===== config.mk =====
export PLATFORM = sky130hd
export DESIGN_NAME = multicycle_ctrl_flat
export DESIGN_NICKNAME = d
export VERILOG_FILES = /design/src/rtl/multicycle_ctrl_if.sv /design/src/rtl/multicycle_ctrl.sv /design/src/flat_wrapper.sv
export SDC_FILE = /design/constraint.sdc
export NUM_CORES = 1
export LEC_CHECK = 0
export CELL_PAD_IN_SITES_DETAIL_PLACEMENT = 2
export CELL_PAD_IN_SITES_GLOBAL_PLACEMENT = 2
export CORE_AREA = 2 2 72 74
export CTS_CLUSTER_DIAMETER = 150
export DETAILED_ROUTE_END_ITERATION = 8
export DIE_AREA = 0 0 74 76
export PLACE_DENSITY_LB_ADDON = 0.08
export SYNTH_ARGS = -nofsm -noshare
export SYNTH_HDL_FRONTEND = slang
export SYNTH_SLANG_ARGS = --single-unit

===== constraint.sdc =====
create_clock -name clk -period 6.6 [get_ports clk]
set_input_delay 1.65 -clock clk [delete_from_list [all_inputs] [get_ports clk]]
set_output_delay 1.65 -clock clk [all_outputs]
set_load 0.01 [all_outputs]

===== src/rtl/multicycle_ctrl_if.sv =====
// Controller <-> datapath/memory bundle for multicycle_ctrl.
// PERF_CNT_EN adds the retired/cycles counter outputs.
interface multicycle_ctrl_if;
   logic        start;
   logic [31:0] instr;
   logic [2:0]  flags;
   logic        imem_req;
   logic        imem_ack;
   logic        dmem_req;
   logic        dmem_we;
   logic        dmem_ack;
   logic        ir_en;
   logic        pc_en;
   logic        reg_we;
   logic        flag_we;
   logic        alu_src;
   logic        wb_sel;
   logic [1:0]  pc_src;
   logic [1:0]  imm_sel;
   logic        busy;
   logic        halted;
   logic        err;
`ifdef PERF_CNT_EN
   logic [31:0] retired;
   logic [31:0] cycles;

   modport master (
      input  start, instr, flags, imem_ack, dmem_ack,
      output imem_req, dmem_req, dmem_we, ir_en, pc_en, reg_we, flag_we,
             alu_src, wb_sel, pc_src, imm_sel, busy, halted, err,
             retired, cycles
   );
   modport slave (
      output start, instr, flags, imem_ack, dmem_ack,
      input  imem_req, dmem_req, dmem_we, ir_en, pc_en, reg_we, flag_we,
             alu_src, wb_sel, pc_src, imm_sel, busy, halted, err,
             retired, cycles
   );
`else
   modport master (
      input  start, instr, flags, imem_ack, dmem_ack,
      output imem_req, dmem_req, dmem_we, ir_en, pc_en, reg_we, flag_we,
             alu_src, wb_sel, pc_src, imm_sel, busy, halted, err
   );
   modport slave (
      output start, instr, flags, imem_ack, dmem_ack,
      input  imem_req, dmem_req, dmem_we, ir_en, pc_en, reg_we, flag_we,
             alu_src, wb_sel, pc_src, imm_sel, busy, halted, err
   );
`endif
endinterface


===== src/rtl/multicycle_ctrl.sv =====
// Multi-cycle instruction sequencer: fetch/decode/exec/mem/wb with ack timeouts.
// Define PERF_CNT_EN to add the retired-instruction and busy-cycle counters.
module multicycle_ctrl #(
   parameter int unsigned ACK_TIMEOUT = 16
) (
   input  logic              clk,
   input  logic              rst,
   multicycle_ctrl_if.master bus
);
   // state  | meaning
   // IDLE   | waiting for start
   // FETCH  | imem_req held until imem_ack or timeout
   // DECODE | instruction register valid, imm_sel driven
   // EXEC   | ALU op / branch resolve / route to MEM or HALT
   // MEM    | dmem_req held until dmem_ack or timeout
   // WB     | register write plus sequential pc update
   // HALT   | absorbing until reset
   typedef enum logic [2:0] {
      S_IDLE, S_FETCH, S_DECODE, S_EXEC, S_MEM, S_WB, S_HALT
   } state_t;

   localparam logic [2:0] C_RALU  = 3'b000;
   localparam logic [2:0] C_IALU  = 3'b001;
   localparam logic [2:0] C_LOAD  = 3'b010;
   localparam logic [2:0] C_STORE = 3'b011;
   localparam logic [2:0] C_BR    = 3'b100;
   localparam logic [2:0] C_BRC   = 3'b101;
   localparam logic [2:0] C_BRR   = 3'b110;
   localparam logic [7:0] TMR_INIT = 8'(ACK_TIMEOUT - 1);

   state_t     r_state, w_next;
   logic [7:0] r_timer;
   logic       r_err;

   logic [2:0] w_cls, w_cc;
   logic       w_z, w_c, w_s, w_cond;
   logic       w_timeout, w_load_tmr;
   logic       w_imem_req, w_dmem_req, w_dmem_we;
   logic       w_ir_en, w_pc_en, w_reg_we, w_flag_we, w_alu_src, w_wb_sel;
   logic [1:0] w_pc_src, w_imm_sel;
   logic       w_busy;
   logic       w_unused;

   assign w_cls           = bus.instr[31:29];
   assign w_cc            = bus.instr[28:26];
   assign {w_s, w_c, w_z} = bus.flags;
   // operand fields belong to the datapath
   assign w_unused        = ^bus.instr[25:0];

   always_comb begin
      case (w_cc)
         3'b000:  w_cond = w_z;
         3'b001:  w_cond = ~w_z;
         3'b010:  w_cond = w_c;
         3'b011:  w_cond = ~w_c;
         3'b100:  w_cond = w_s;
         default: w_cond = 1'b0;
      endcase
   end

   always_ff @(posedge clk or negedge rst) begin
      if (!rst) r_state <= S_IDLE;
      else      r_state <= w_next;
   end

   always_comb begin
      w_next     = r_state;
      w_imem_req = 1'b0;
      w_dmem_req = 1'b0;
      w_dmem_we  = 1'b0;
      w_ir_en    = 1'b0;
      w_pc_en    = 1'b0;
      w_reg_we   = 1'b0;
      w_flag_we  = 1'b0;
      w_alu_src  = 1'b0;
      w_wb_sel   = 1'b0;
      w_pc_src   = 2'b00;
      w_imm_sel  = 2'b00;
      w_timeout  = 1'b0;

      if (r_state inside {S_DECODE, S_EXEC, S_MEM, S_WB}) begin
         case (w_cls)
            C_IALU, C_LOAD, C_STORE: w_imm_sel = 2'b01;
            C_BR, C_BRC:             w_imm_sel = 2'b10;
            default:                 w_imm_sel = 2'b00;
         endcase
      end

      case (r_state)
         S_IDLE: if (bus.start) w_next = S_FETCH;
         S_FETCH: begin
            w_imem_req = 1'b1;
            // a late ack on the final timer cycle still wins over the timeout
            if (bus.imem_ack) begin
               w_ir_en = 1'b1;
               w_next  = S_DECODE;
            end else if (r_timer == 8'd0) begin
               w_timeout = 1'b1;
               w_next    = S_HALT;
            end
         end
         S_DECODE: w_next = S_EXEC;
         S_EXEC: begin
            case (w_cls)
               C_RALU, C_IALU: begin
                  w_flag_we = 1'b1;
                  w_alu_src = (w_cls == C_IALU);
                  w_next    = S_WB;
               end
               C_LOAD, C_STORE: w_next = S_MEM;
               C_BR: begin
                  w_pc_en  = 1'b1;
                  w_pc_src = 2'b01;
                  w_next   = S_FETCH;
               end
               C_BRC: begin
                  w_pc_en  = 1'b1;
                  w_pc_src = w_cond ? 2'b01 : 2'b00;
                  w_next   = S_FETCH;
               end
               C_BRR: begin
                  w_pc_en  = 1'b1;
                  w_pc_src = 2'b10;
                  w_next   = S_FETCH;
               end
               default: w_next = S_HALT;
            endcase
         end
         S_MEM: begin
            w_dmem_req = 1'b1;
            w_dmem_we  = (w_cls == C_STORE);
            if (bus.dmem_ack) begin
               if (w_cls == C_STORE) begin
                  w_pc_en = 1'b1;
                  w_next  = S_FETCH;
               end else begin
                  w_next  = S_WB;
               end
            end else if (r_timer == 8'd0) begin
               w_timeout = 1'b1;
               w_next    = S_HALT;
            end
         end
         S_WB: begin
            w_reg_we = 1'b1;
            w_pc_en  = 1'b1;
            w_wb_sel = (w_cls == C_LOAD);
            w_next   = S_FETCH;
         end
         S_HALT:  w_next = S_HALT;
         default: w_next = S_IDLE;
      endcase
   end

   assign w_load_tmr = ((w_next == S_FETCH) || (w_next == S_MEM)) && (w_next != r_state);

   always_ff @(posedge clk or negedge rst) begin
      if (!rst) begin
         r_timer <= 8'd0;
         r_err   <= 1'b0;
      end else begin
         if (w_load_tmr)
            r_timer <= TMR_INIT;
         else if (((r_state == S_FETCH) || (r_state == S_MEM)) && (r_timer != 8'd0))
            r_timer <= r_timer - 8'd1;
         if (w_timeout)
            r_err <= 1'b1;
      end
   end

   assign w_busy = (r_state != S_IDLE) && (r_state != S_HALT);

`ifdef PERF_CNT_EN
   logic [31:0] r_retired;
   logic [31:0] r_cycles;

   // both counters stop on their own in HALT since pc_en and busy are low there
   always_ff @(posedge clk or negedge rst) begin
      if (!rst) begin
         r_retired <= 32'd0;
         r_cycles  <= 32'd0;
      end else begin
         if (w_pc_en) r_retired <= r_retired + 32'd1;
         if (w_busy)  r_cycles  <= r_cycles + 32'd1;
      end
   end

   assign bus.retired = r_retired;
   assign bus.cycles  = r_cycles;
`endif

   assign bus.imem_req = w_imem_req;
   assign bus.dmem_req = w_dmem_req;
   assign bus.dmem_we  = w_dmem_we;
   assign bus.ir_en    = w_ir_en;
   assign bus.pc_en    = w_pc_en;
   assign bus.reg_we   = w_reg_we;
   assign bus.flag_we  = w_flag_we;
   assign bus.alu_src  = w_alu_src;
   assign bus.wb_sel   = w_wb_sel;
   assign bus.pc_src   = w_pc_src;
   assign bus.imm_sel  = w_imm_sel;
   assign bus.busy     = w_busy;
   assign bus.halted   = (r_state == S_HALT);
   assign bus.err      = r_err;
endmodule


===== src/flat_wrapper.sv =====
// flat-port wrapper written by rule: the top's interface ports become plain ports
module multicycle_ctrl_flat 
#(
   parameter int unsigned ACK_TIMEOUT = 16
)
  (clk, rst, bus_start, bus_instr, bus_flags, bus_imem_ack, bus_dmem_ack, bus_imem_req, bus_dmem_req, bus_dmem_we, bus_ir_en, bus_pc_en, bus_reg_we, bus_flag_we, bus_alu_src, bus_wb_sel, bus_pc_src, bus_imm_sel, bus_busy, bus_halted, bus_err);
  multicycle_ctrl_if bus_i ();
  input  logic clk;
  input  logic rst;
  input wire logic [$bits(bus_i.start)-1:0] bus_start;
  input wire logic [$bits(bus_i.instr)-1:0] bus_instr;
  input wire logic [$bits(bus_i.flags)-1:0] bus_flags;
  input wire logic [$bits(bus_i.imem_ack)-1:0] bus_imem_ack;
  input wire logic [$bits(bus_i.dmem_ack)-1:0] bus_dmem_ack;
  output wire logic [$bits(bus_i.imem_req)-1:0] bus_imem_req;
  output wire logic [$bits(bus_i.dmem_req)-1:0] bus_dmem_req;
  output wire logic [$bits(bus_i.dmem_we)-1:0] bus_dmem_we;
  output wire logic [$bits(bus_i.ir_en)-1:0] bus_ir_en;
  output wire logic [$bits(bus_i.pc_en)-1:0] bus_pc_en;
  output wire logic [$bits(bus_i.reg_we)-1:0] bus_reg_we;
  output wire logic [$bits(bus_i.flag_we)-1:0] bus_flag_we;
  output wire logic [$bits(bus_i.alu_src)-1:0] bus_alu_src;
  output wire logic [$bits(bus_i.wb_sel)-1:0] bus_wb_sel;
  output wire logic [$bits(bus_i.pc_src)-1:0] bus_pc_src;
  output wire logic [$bits(bus_i.imm_sel)-1:0] bus_imm_sel;
  output wire logic [$bits(bus_i.busy)-1:0] bus_busy;
  output wire logic [$bits(bus_i.halted)-1:0] bus_halted;
  output wire logic [$bits(bus_i.err)-1:0] bus_err;
  assign bus_i.start = bus_start;
  assign bus_i.instr = bus_instr;
  assign bus_i.flags = bus_flags;
  assign bus_i.imem_ack = bus_imem_ack;
  assign bus_i.dmem_ack = bus_dmem_ack;
  assign bus_imem_req = bus_i.imem_req;
  assign bus_dmem_req = bus_i.dmem_req;
  assign bus_dmem_we = bus_i.dmem_we;
  assign bus_ir_en = bus_i.ir_en;
  assign bus_pc_en = bus_i.pc_en;
  assign bus_reg_we = bus_i.reg_we;
  assign bus_flag_we = bus_i.flag_we;
  assign bus_alu_src = bus_i.alu_src;
  assign bus_wb_sel = bus_i.wb_sel;
  assign bus_pc_src = bus_i.pc_src;
  assign bus_imm_sel = bus_i.imm_sel;
  assign bus_busy = bus_i.busy;
  assign bus_halted = bus_i.halted;
  assign bus_err = bus_i.err;
  multicycle_ctrl #(.ACK_TIMEOUT(ACK_TIMEOUT)) u_core (.clk(clk), .rst(rst), .bus(bus_i));
endmodule

Yosys cells after proc, flatten, opt, wreduce, memory -nomap -nowiden
Cells that the tools add are included.
{ "classes": {"add_sub_neg": 1, "n_eq_ne": 20, "mux": 34, "bitwise": 2, "n_reduce_logical": 18} }
{ "ops": {"columns": ["cell", "count"], "rows": [
  ["3-bit equality test (second input constant)", 8],
  ["3-bit one-hot mux with 7 select lines", 1],
  ["3-bit by 2-bit equality test with 1-bit output (second input constant)", 6],
  ["1-bit 2-to-1 mux", 18],
  ["8-bit 2-to-1 mux", 2],
  ["3-bit 2-to-1 mux", 5],
  ["3-bit by 1-bit equality test with 1-bit output (second input constant)", 4],
  ["3-bit zero test", 3],
  ["3-bit one-hot mux with 3 select lines", 1],
  ["8-bit zero test", 1],
  ["8-bit nonzero test", 1],
  ["8-bit by 1-bit subtractor with 8-bit output (second input constant)", 1],
  ["2-bit one-hot mux with 3 select lines", 1],
  ["2-bit OR reduction", 3],
  ["3-bit OR reduction", 2],
  ["1-bit one-hot mux with 5 select lines", 1],
  ["2-bit 2-to-1 mux", 2],
  ["2-bit one-hot mux with 2 select lines", 1],
  ["4-bit nonzero test", 1],
  ["1-bit logical AND", 3],
  ["3-bit != test", 1],
  ["3-bit != test (second input constant)", 1],
  ["1-bit one-hot mux with 3 select lines", 1],
  ["3-bit nonzero test", 1],
  ["4 further kinds", 6]
]} }
{ "totals": {"reg_bits": 12, "input_bits": 40, "out_inout_bits": 16, "word_cells": 78} }

Depth between registers and ports, before layout
{ "depth": {"ltp_word": 8, "mapped_depth": 8, "ltp_nobuf": 7} }

Worst setup path after synthesis
OpenSTA, ideal clock, no wires.
{ "synth_path": {"path_type": "input to output", "start": "in bus_instr[27]", "end": "out bus_pc_src[0]", "arrival_time_ps": 2413, "t_required_ps": 4950, "path_slack_ps": 2537, "stages": 4, "path_buffers": 0, "cell_sequence": "mux2i_1 > xnor2_1 > o21ai_0 > a211oi_1"} }
{ "synth_between": {"elab_chain_cells": 5, "elab_cells_between_ends": 9, "classes_between": "4 x eq/ne; 4 x mux; 1 x reduce/logical"} }
{ "synth_rtl": {"columns": ["item", "line", "rtl"], "rows": [
  ["start, declared", "flat_wrapper.sv:11", "input wire logic [$bits(bus_i.instr)-1:0] bus_instr;"],
  ["3-bit equality test, or another cell as far along", "multicycle_ctrl.sv:51", "case (w_cc)"],
  ["1-bit one-hot mux with 5 select lines (*)", "multicycle_ctrl.sv:51", null],
  ["1-bit 2-to-1 mux (*)", "multicycle_ctrl.sv:118", "w_pc_src = w_cond ? 2'b01 : 2'b00;"],
  ["2-bit one-hot mux with 3 select lines (*)", "multicycle_ctrl.sv:104", "case (w_cls)"],
  ["2-bit 2-to-1 mux (*)", "multicycle_ctrl.sv:89", "case (r_state)"],
  ["end, declared", "flat_wrapper.sv:24", "output wire logic [$bits(bus_i.pc_src)-1:0] bus_pc_src;"]
]} }
Every way passes the cells marked *; elsewhere a longest branch is shown, timed or not.

Worst setup path after layout
{ "layout_path": {"start": "in bus_imem_ack", "end": "out bus_ir_en"} }
{ "layout_between": {"elab_chain_cells": 2} }
{ "layout_rtl": {"columns": ["item", "line", "rtl"], "rows": [
  ["start, declared", "flat_wrapper.sv:13", "input wire logic [$bits(bus_i.imem_ack)-1:0] bus_imem_ack;"],
  ["1-bit 2-to-1 mux", "multicycle_ctrl.sv:94", "if (bus.imem_ack) begin"],
  ["1-bit 2-to-1 mux", "multicycle_ctrl.sv:89", null],
  ["end, declared", "flat_wrapper.sv:18", "output wire logic [$bits(bus_i.ir_en)-1:0] bus_ir_en;"]
]} }
No other way between the ends.

==> impl_metrics.csv <==
group,metric,value,unit
layout,drive_gt1_share,6.12,%
layout,final_area,1370,sq um
power_and_ir_drop,swShare,45.4,%
place,numPortBuffers,29,
critical_path,path_delay_family,"buffers and inverters",
timing,rsz0062_at_grt,"no",
synthesis,yosysWarningCount,0,
clocking,clock_latency,0.24,ns
critical_path,critPathMostFrequentCell,"clkdlybuf4s50_1",
die,coreArea,4910,sq um
synthesis,ys_seq_area_share,30.6,%
die,dieHeight,76,um
clocking,cts_tree,"yes",
power_and_ir_drop,pwr_density_cell,351,nW/um^2
worst_hold_path,hold_path.class,"register to register",
drt,wl_met1,1570,um
timing,period_share,77.3,%
synthesis,ys.flop_type,"dfrtp_1",
clocking,postCtsHoldBufs,0,
timing,slew_violations,0,
die,die_area,5620,sq um
critical_path,ff2ff_path_depth,5,
power_and_ir_drop,p_comb_share,59.6,%
power_and_ir_drop,vdd_drop_max,0.162,mV
clocking,post_cts_resized,0,
global_route,grt_pass1_wl,5430,um
power_and_ir_drop,clkPwrFrac,14.0,%
timing,setup_tns,0,ns
clocking,numCtsBuffers,3,
global_route,overflow,0,
drt,dr.first_iter.drc_count,12,
timing,max_slew.worst_pin.slew,0.590,ns
synthesis,syn-cell-area,982,sq um
die,io_pins,56,
die,rows,26,
timing,setup_viol,0,
place,dpl.hpwl,2580,um
power_and_ir_drop,leakage,0.534,nW
clocking,cts_buffer_depth,2,
timing,fin_worst_skew,0.00748,ns
clocking,cts_sinks,12,
critical_path,worstPathCellList,"clkdlybuf4s50_1 > nor4bb_1 > clkdlybuf4s50_1",
global_route,grt_antenna_before_repair,0,
synthesis,synth_area_leader_cell,"dfrtp_1",
drt,highest_layer,"met4",
synthesis,yosys_register_bits,12,
critical_path,critical_path.slowest_cell,"clkdlybuf4s50_1",
critical_path,ff2ff_setup_slack,4.06,ns
power_and_ir_drop,totalPowerFinal,0.481,mW
global_route,grtUsageTotal,12.1,%
critical_path,r2r-end,"u_core.r_timer[7]",
run_status,status,"finished, final reports clean",
critical_path,cp_data_arrival_time,3.45,ns
synthesis,synthArstFlopShare,100,%
power_and_ir_drop,p_switching,0.218,mW
critical_path,cp.required,4.95,ns
critical_path,worst-path-max-fanout,4,
critical_path,regToRegStartpoint,"u_core.r_timer[4]",
clocking,path_clk_slew,0.06,ns
drt,viasPerCell,4.65,
synthesis,synth.most_common_cell,"nor2_1",
drt,vias,1008,
drt,detail-route-antenna-nets,0,
drt,drt_wl_total,3210,um
clocking,root_buffer,"clkbuf_8",
drt,drc,0,
synthesis,ys_top_cells_by_area,"dfrtp_1 31%, nor2_1 6.1%, a21oi_1 5.1%",
drt,wl_per_cell,14.8,um
die,fp.dieW,74,um
timing,max_freq,0.196,GHz
synthesis,synthDistinctLibCells,42,
run,max_cap_violations,0,
drt,wl_met2,1490,um
clocking,post-cts-setup-buffer-count,0,
layout,nNetsFinal,190,
timing,holdWs,0.485,ns
critical_path,crit_path_start,"bus_imem_ack",
layout,synthToLayoutAreaGrowth,39.2,%
critical_path,path_class,"primary input to output pin",
synthesis,synth_nets,163,
synthesis,synth_edf_count,0,
critical_path,cp_num_cells,3,
synthesis,ys_top_cells_by_count,"16 x nor2_1, 12 x dfrtp_1, 10 x a21oi_1",
critical_path,cp-end-kind,"output pin",
drt,wl_met3,132,um
global_route,grt_pass1_vias,1061,
place,place_area,1330,sq um
layout,diodes,0,
timing,slew_headroom,60.1,%
place,gp_congestion,0.726,
power_and_ir_drop,p_int,0.262,mW
synthesis,synth_cells,122,
clocking,cts.htree.levels,1,
critical_path,cp-start-kind,"primary input",
timing,final-hold-violation-count,0,
critical_path,crit_buf_inv,2,
drt,dr.pass1.iters,4,
critical_path,slowest_delay,0.66,ns
worst_hold_path,min_path_cells,2,
synthesis,syn_avg_cell_area,8.05,sq um
power_and_ir_drop,seqPwrFrac,26.5,%
synthesis,synth_top_area_share,30.6,%
layout,final_util,27.8,%
critical_path,worstSetupEndpoint,"bus_ir_en",
timing,period_needed,5.10,ns
global_route,grt_max_degree,17,
die,initial_core_util,20.0,%
## per-stage QoR
| step | setup WS, ns | cells |
|---|---|---|
| 2_1_floorplan | 2.54 | 122 |
| 3_3_place_gp | 1.47 | 214 |
| 3_5_place_dp | 1.47 | 214 |
| 4_1_cts | 1.46 | 217 |
| 5_1_grt | 1.42 | 217 |
| 6_report | 1.50 | 217 |
## how the worst min path moves through the flow
stage / from / endpoint
floorplan: u_core.bus.err / u_core.bus.err
global placement: u_core.bus.err / u_core.bus.err
detailed placement: u_core.bus.err / u_core.bus.err
CTS: u_core.bus.err / u_core.bus.err
global route: u_core.bus.err / u_core.bus.err
finish: u_core.bus.err / u_core.bus.err
## power groups by stage
stage	clock (mW)	combinational [mW]	sequential, mW
after global placement	0	0.285	0.129
after floorplan	0	0.208	0.100
after global routing	0.0721	0.321	0.133
after detailed placement	0	0.291	0.130
after CTS	0.0695	0.292	0.128
final	0.0671	0.286	0.127
## final cells by class
cell class / instances / area [sq um]
Tap cell: 70 / 87.6
Clock buffer: 3 / 41.3
Timing Repair Buffer: 29 / 290
Inverter: 7 / 26.3
Fill cell: 562 / 3540
Multi-Input combinational cell: 96 / 622
Sequential cell: 12 / 300
## registers in the layout, summed over array words and instances, names as in the netlist
register,count
u_core.bus.err,1
u_core.r_timer,8
u_core.r_state,3
## layout by cell type (no fill, tap or decap), drive strengths merged, types with 2 or more instances in the layout
cell,instances
nor3,4
inv,7
nand3,2
nor2b,2
nand2,5
clkbuf,3
nand2b,9
a211oi,2
clkdlybuf4s50,29
a21oi,10
dfrtp,12
nor2,16
o21ai,7
mux2i,4
xnor2,3
and4b,2
nor3b,3
o31ai,2
and2,3
and3,2
xor2,3
## layer usage
layer	up-vias	track usage [%]
li1	483	-
met1	503	17.6
met2	20	18.6
met3	2	2.65
met4	0	1.64
met5	-	0
## kinds of logic (layout without fill, tap and decap cells)
logic type               Yosys count  after routing  synth area share (%)
AND/OR/NAND/NOR                   55             55                  32.1
AO/OA/AOI/OAI                     30             30                  20.5
buffers and inverters             14             39                  6.11
flip-flops                        12             12                  30.6
XOR/XNOR                           6              6                  5.35
multiplexers                       4              4                  4.08
adder cells (fa/ha/maj)            1              1                  1.27
## worst reg2reg max path, cell delays in order (launching register included)
cell and delay [ns]:
dfrtp_1 0.43, or4_4 0.54, or3_1 0.50, a211o_1 0.38, a311oi_2 0.43, a21oi_1 0.13
Note: power is estimated with default switching activity, not from simulation.
